<file path="config.mk">
export PLATFORM = sky130hd
export DESIGN_NAME = decoder_x4
export DESIGN_NICKNAME = d
export VERILOG_FILES = /design/src/rtl/decoder_x4_pkg.sv /design/src/rtl/decoder_x4_hold_timer.sv /design/src/rtl/decoder_x4.sv
export SDC_FILE = /design/constraint.sdc
export NUM_CORES = 1
export LEC_CHECK = 0
export CORE_ASPECT_RATIO = 0.75
export CORE_MARGIN = 2
export CORE_UTILIZATION = 52
export CTS_CLUSTER_SIZE = 16
export DETAILED_ROUTE_END_ITERATION = 10
export HOLD_SLACK_MARGIN = 0.15
export PLACE_DENSITY = 0.81
export SLEW_MARGIN = 0
export SYNTH_ARGS = -nofsm -noshare
export SYNTH_HDL_FRONTEND = slang
export SYNTH_SLANG_ARGS = --single-unit
</file>
<file path="constraint.sdc">
create_clock -name clk -period 2.9 [get_ports clk]
set_clock_uncertainty 0.05 [all_clocks]
set_input_delay 0.435 -clock clk [delete_from_list [all_inputs] [get_ports clk]]
set_output_delay 0.435 -clock clk [all_outputs]
set_load 0.03 [all_outputs]
</file>
<file path="src/rtl/decoder_x4_pkg.sv">
// Shared types and constants for the 2-to-4 code decoder and its hold timer.
package decoder_x4_pkg;

   typedef enum logic [0:0] {
      ST_IDLE = 1'b0,
      ST_HOLD = 1'b1
   } state_t;

   typedef logic [1:0] code_t;

   localparam int unsigned HOLD_CYCLES_DEF = 4;
   localparam int unsigned CNT_W           = 8;
   localparam int unsigned EVT_W           = 8;

   localparam logic [EVT_W-1:0] EVT_MAX = '1;

   function automatic logic [3:0] decode_onehot(input code_t code);
      return 4'b0001 << code;
   endfunction

   // Event counter sticks at its maximum instead of wrapping.
   function automatic logic [EVT_W-1:0] sat_inc(input logic [EVT_W-1:0] v);
      return (v == EVT_MAX) ? v : v + EVT_W'(1);
   endfunction

endpackage

</file>
<file path="src/rtl/decoder_x4_hold_timer.sv">
// Hold-duration down-counter; done flags the terminal count of zero.
module hold_timer
   import decoder_x4_pkg::*;
(
   input  logic             clk,
   input  logic             rst,
   input  logic             load,
   input  logic [CNT_W-1:0] load_val,
   output logic             done
);

   logic [CNT_W-1:0] cnt_q;
   logic [CNT_W-1:0] cnt_d;

   always_comb begin
      cnt_d = cnt_q;
      if (load) begin
         cnt_d = load_val;
      end else if (cnt_q != '0) begin
         cnt_d = cnt_q - CNT_W'(1);
      end
   end

   always_ff @(posedge clk) begin
      if (rst) begin
         cnt_q <= '0;
      end else begin
         cnt_q <= cnt_d;
      end
   end

   assign done = (cnt_q == '0);

endmodule

</file>
<file path="src/rtl/decoder_x4.sv">
// Decodes a priority-encoder code {z1,z2} into a one-hot pulse held for
// HOLD_CYCLES cycles, with sticky overrun detection and a saturating event count.
//
//   state   | meaning
//   --------+--------------------------------------------------------------
//   ST_IDLE | x = 0, ready = 1; a code with y = 1 is accepted
//   ST_HOLD | x holds the decoded one-hot; y = 1 here is an overrun
module decoder_x4
   import decoder_x4_pkg::*;
#(
   parameter int unsigned HOLD_CYCLES = HOLD_CYCLES_DEF
) (
   input  logic             clk,
   input  logic             rst,
   input  logic             z1,
   input  logic             z2,
   input  logic             y,
   input  logic             clr_ovr,
   output logic             ready,
   output logic [3:0]       x,
   output logic             active,
   output logic             ovr,
   output logic [EVT_W-1:0] evt_cnt
);

   localparam logic [CNT_W-1:0] HOLD_LOAD = CNT_W'(HOLD_CYCLES - 1);

   state_t           state_q;
   state_t           state_d;
   logic [3:0]       x_q;
   logic [3:0]       x_d;
   logic             ovr_q;
   logic             ovr_d;
   logic [EVT_W-1:0] evt_q;
   logic [EVT_W-1:0] evt_d;

   logic             accept;
   logic             overrun;
   logic             timer_done;

   assign accept  = (state_q == ST_IDLE) && y;
   assign overrun = (state_q == ST_HOLD) && y;

   hold_timer u_hold_timer (
      .clk      (clk),
      .rst      (rst),
      .load     (accept),
      .load_val (HOLD_LOAD),
      .done     (timer_done)
   );

   always_comb begin
      state_d = state_q;
      x_d     = x_q;
      evt_d   = evt_q;
      ovr_d   = ovr_q;

      case (state_q)
         ST_IDLE: begin
            if (y) begin
               state_d = ST_HOLD;
               x_d     = decode_onehot({z1, z2});
               evt_d   = sat_inc(evt_q);
            end
         end
         ST_HOLD: begin
            if (timer_done) begin
               state_d = ST_IDLE;
               x_d     = 4'b0000;
            end
         end
         default: begin
            state_d = ST_IDLE;
            x_d     = 4'b0000;
         end
      endcase

      // A fresh overrun outranks a clear in the same cycle.
      if (overrun) begin
         ovr_d = 1'b1;
      end else if (clr_ovr) begin
         ovr_d = 1'b0;
      end
   end

   always_ff @(posedge clk) begin
      if (rst) begin
         state_q <= ST_IDLE;
         x_q     <= 4'b0000;
         ovr_q   <= 1'b0;
         evt_q   <= '0;
      end else begin
         state_q <= state_d;
         x_q     <= x_d;
         ovr_q   <= ovr_d;
         evt_q   <= evt_d;
      end
   end

   assign ready   = (state_q == ST_IDLE);
   assign x       = x_q;
   assign active  = |x_q;
   assign ovr     = ovr_q;
   assign evt_cnt = evt_q;

endmodule

</file>
==> impl_metrics.ini <==
[worst_setup_path]
start_kind = register
critical_path_class = register to output port
cp-startpoint = x[3]
worstReg2RegStart = u_hold_timer.cnt_q[0]
end_kind = output port
arrival_ns = 1.77
critPathCapture = active
r2r_slack_ns = 1.02
worstPathMaxFanout = 3
crit_required_ns = 2.41
reg2reg_to = x[0]
reg2reg_depth = 5

[timing]
finalHoldViolCount = 0
setup_viol = 0
fin_crit_ns = 2.25
drv_slew = 0
achievable-frequency_mhz = 444
setup_tns_ns = 0
worst_pin_slew_ns = 0.635
rsz0062_at_grt = false
period_share_pct = 77.7
relSlewSlack_pct = 57.3

[floorplanning]
initial_core_util_pct = 56.1
core_mm2 = 0.00176
die_h_um = 41.7
die_w_um = 54.3
rows = 13
die_area_mm2 = 0.00226
boundaryPins = 21

[layout]
fin_util_pct = 70.9
antenna_cells = 0
mostFrequentLayoutCell = dfxtp_1
drive_above_1_share_pct = 6.82
layout.nets = 141
final_cell_mix = 22 x dfxtp_1, 20 x clkdlybuf4s50_1, 10 x nor2_1
nFillCells = 151
area_growth_pct = 26.4
instances_no_fill = 154

[power_and_ir_drop]
p_per_area_mw_per_mm2 = 764
leakage_uw = 0.000479
ir_worst_vdd_uv = 602

[synthesis]
synth_seq_cells = 22
synthesis.instances = 109
yosys_warnings = 0
synth.net_count = 117
syn_area_per_cell_um2 = 9.05
syn_area_um2 = 986
synth_cell_type_count = 31
ys_seq_area_share_pct = 44.7

[detailed_routing]
dr.pass1.iters = 4
routed_wl_um = 2000
antenna_left = 0
wl_per_cell_um = 13.0
vias = 896
drt_iter0_markers = 9
avgViaCountPerCell = 5.82
drc = 0

[global_route]
antenna_found_initial = 0
grt_usage_pct = 20.8
grt_max_degree = 17
grt_overflow = 0
grt_pass1_vias = 801
grt_pass1_wl_um = 3420

[clock_network]
post-cts-setup-buffers = 0
cts_buffers = 3
path_clk_slew_ns = 0.12
postCtsHoldBufs = 0
cts_root_buf = clkbuf_4
cts_tree = yes
htree_levels = 1
cts.sinks = 22
post_cts_resized = 0
clk_latency_ns = 0.30
clock_path_buffers = 2

[placed_design]
io_buffer_count = 20
dp_cells = 150
dp_hpwl_um = 1500
place_congestion = 0.756

[flow_run]
cap_viol_max_count = 0

[hold_path]
hold_path_class = register to register

[outcome]
status = complete, no violations
## cell families after synthesis
kind of cell	Yosys count	synth area share, %
and+or+nand+nor	48	28.6
AOI/OAI and AO/OA	24	15.5
DFF	22	44.7
buffers and inverters	6	2.28
xor gates and xnor gates	5	4.44
muxes	2	2.03
adders and majority gates	2	2.54
## layout make-up
cell class                      instances  area (um2)  area share, %
Multi-Input combinational cell         81         523           42.0
Sequential cell                        22         440           35.3
Timing Repair Buffer                   20         200           16.1
Clock buffer                            4        36.3           2.91
Tap cell                               22        27.5           2.21
Inverter                                5        18.8           1.51
## critical path, stage by stage (launching register included)
cell and delay, ns:
dfxtp_1 0.34, or4_1 0.52, clkdlybuf4s50_1 0.60
## flip-flops by register name, summed over array words and instances (netlist names)
signal	cells
state_q	1
x	4
evt_cnt	8
u_hold_timer.cnt_q	8
ovr	1
## report_power, final
group | switching (uW) | internal, uW | leakage [uW] | total (uW)
Combinational | 205 | 163 | 0.000279 | 368
Sequential | 62.5 | 355 | 0.000179 | 418
Clock | 90.2 | 76.7 | 0.0000210 | 167
Total | 358 | 595 | 0.000479 | 953
## per-stage QoR
step | setup slack [ns] | area (um2) | total power, uW | hold WS [ns]
floorplan | 1.24 | 986 | 691 | 0.411
global placement | 0.806 | 1210 | 775 | 0.407
detailed placement | 0.774 | 1210 | 791 | 0.427
CTS | 0.621 | 1250 | 964 | 0.445
global route | 0.562 | 1250 | 1030 | 0.479
finish | 0.646 | 1250 | 953 | 0.434
## layer usage
layer / vias to the layer above / global-route usage (%) / share of wire [%]
li1: 446 / - / -
met1: 424 / 28.0 / 49
met2: 24 / 31.6 / 45
met3: 2 / 7.55 / 5.6
met4: 0 / 4.50 / 0.65
met5: - / 0 / 0
## synth_stat cells
library cell  number  area share, %
a2111oi_0          1           0.89
a21oi_1            9            4.6
a311oi_1           1           0.89
a32o_1             2            2.0
and3_1             3            1.9
and4b_2            1            1.1
clkbuf_1           1           0.38
dfxtp_1           22             45
ha_1               2            2.5
inv_1              5            1.9
mux2i_1            2            2.0
nand2_1            7            2.7
nand2b_1           3            1.9
nand3_1            5            2.5
nand4_1            2            1.3
nand4_4            1            2.2
nor2_1            10            3.8
nor2b_4            1            1.4
nor3_1             6            3.0
nor3b_1            2            1.5
nor4_1             2            1.3
o211ai_1           1           0.76
o21a_1             2            1.5
o21ai_0            5            2.5
o31ai_1            3            2.3
or2b_1             1           0.76
or3_2              1           0.76
or3b_2             1           0.89
or4_1              2            1.5
xnor2_1            2            1.8
xor2_1             3            2.7
## worst min path at each step
| stage | start | endpoint | slack [ns] | depth (start not counted) |
|---|---|---|---|---|
| finish | ovr | ovr | 0.43 | 2 |
| global route | ovr | ovr | 0.48 | 2 |
| CTS | ovr | ovr | 0.45 | 2 |
| detailed placement | x[2] | x[2] | 0.43 | 2 |
| global placement | ovr | ovr | 0.41 | 2 |
| floorplan | u_hold_timer.cnt_q[6] | u_hold_timer.cnt_q[6] | 0.41 | 2 |
No activity file was read; power rests on OpenSTA's default activity.
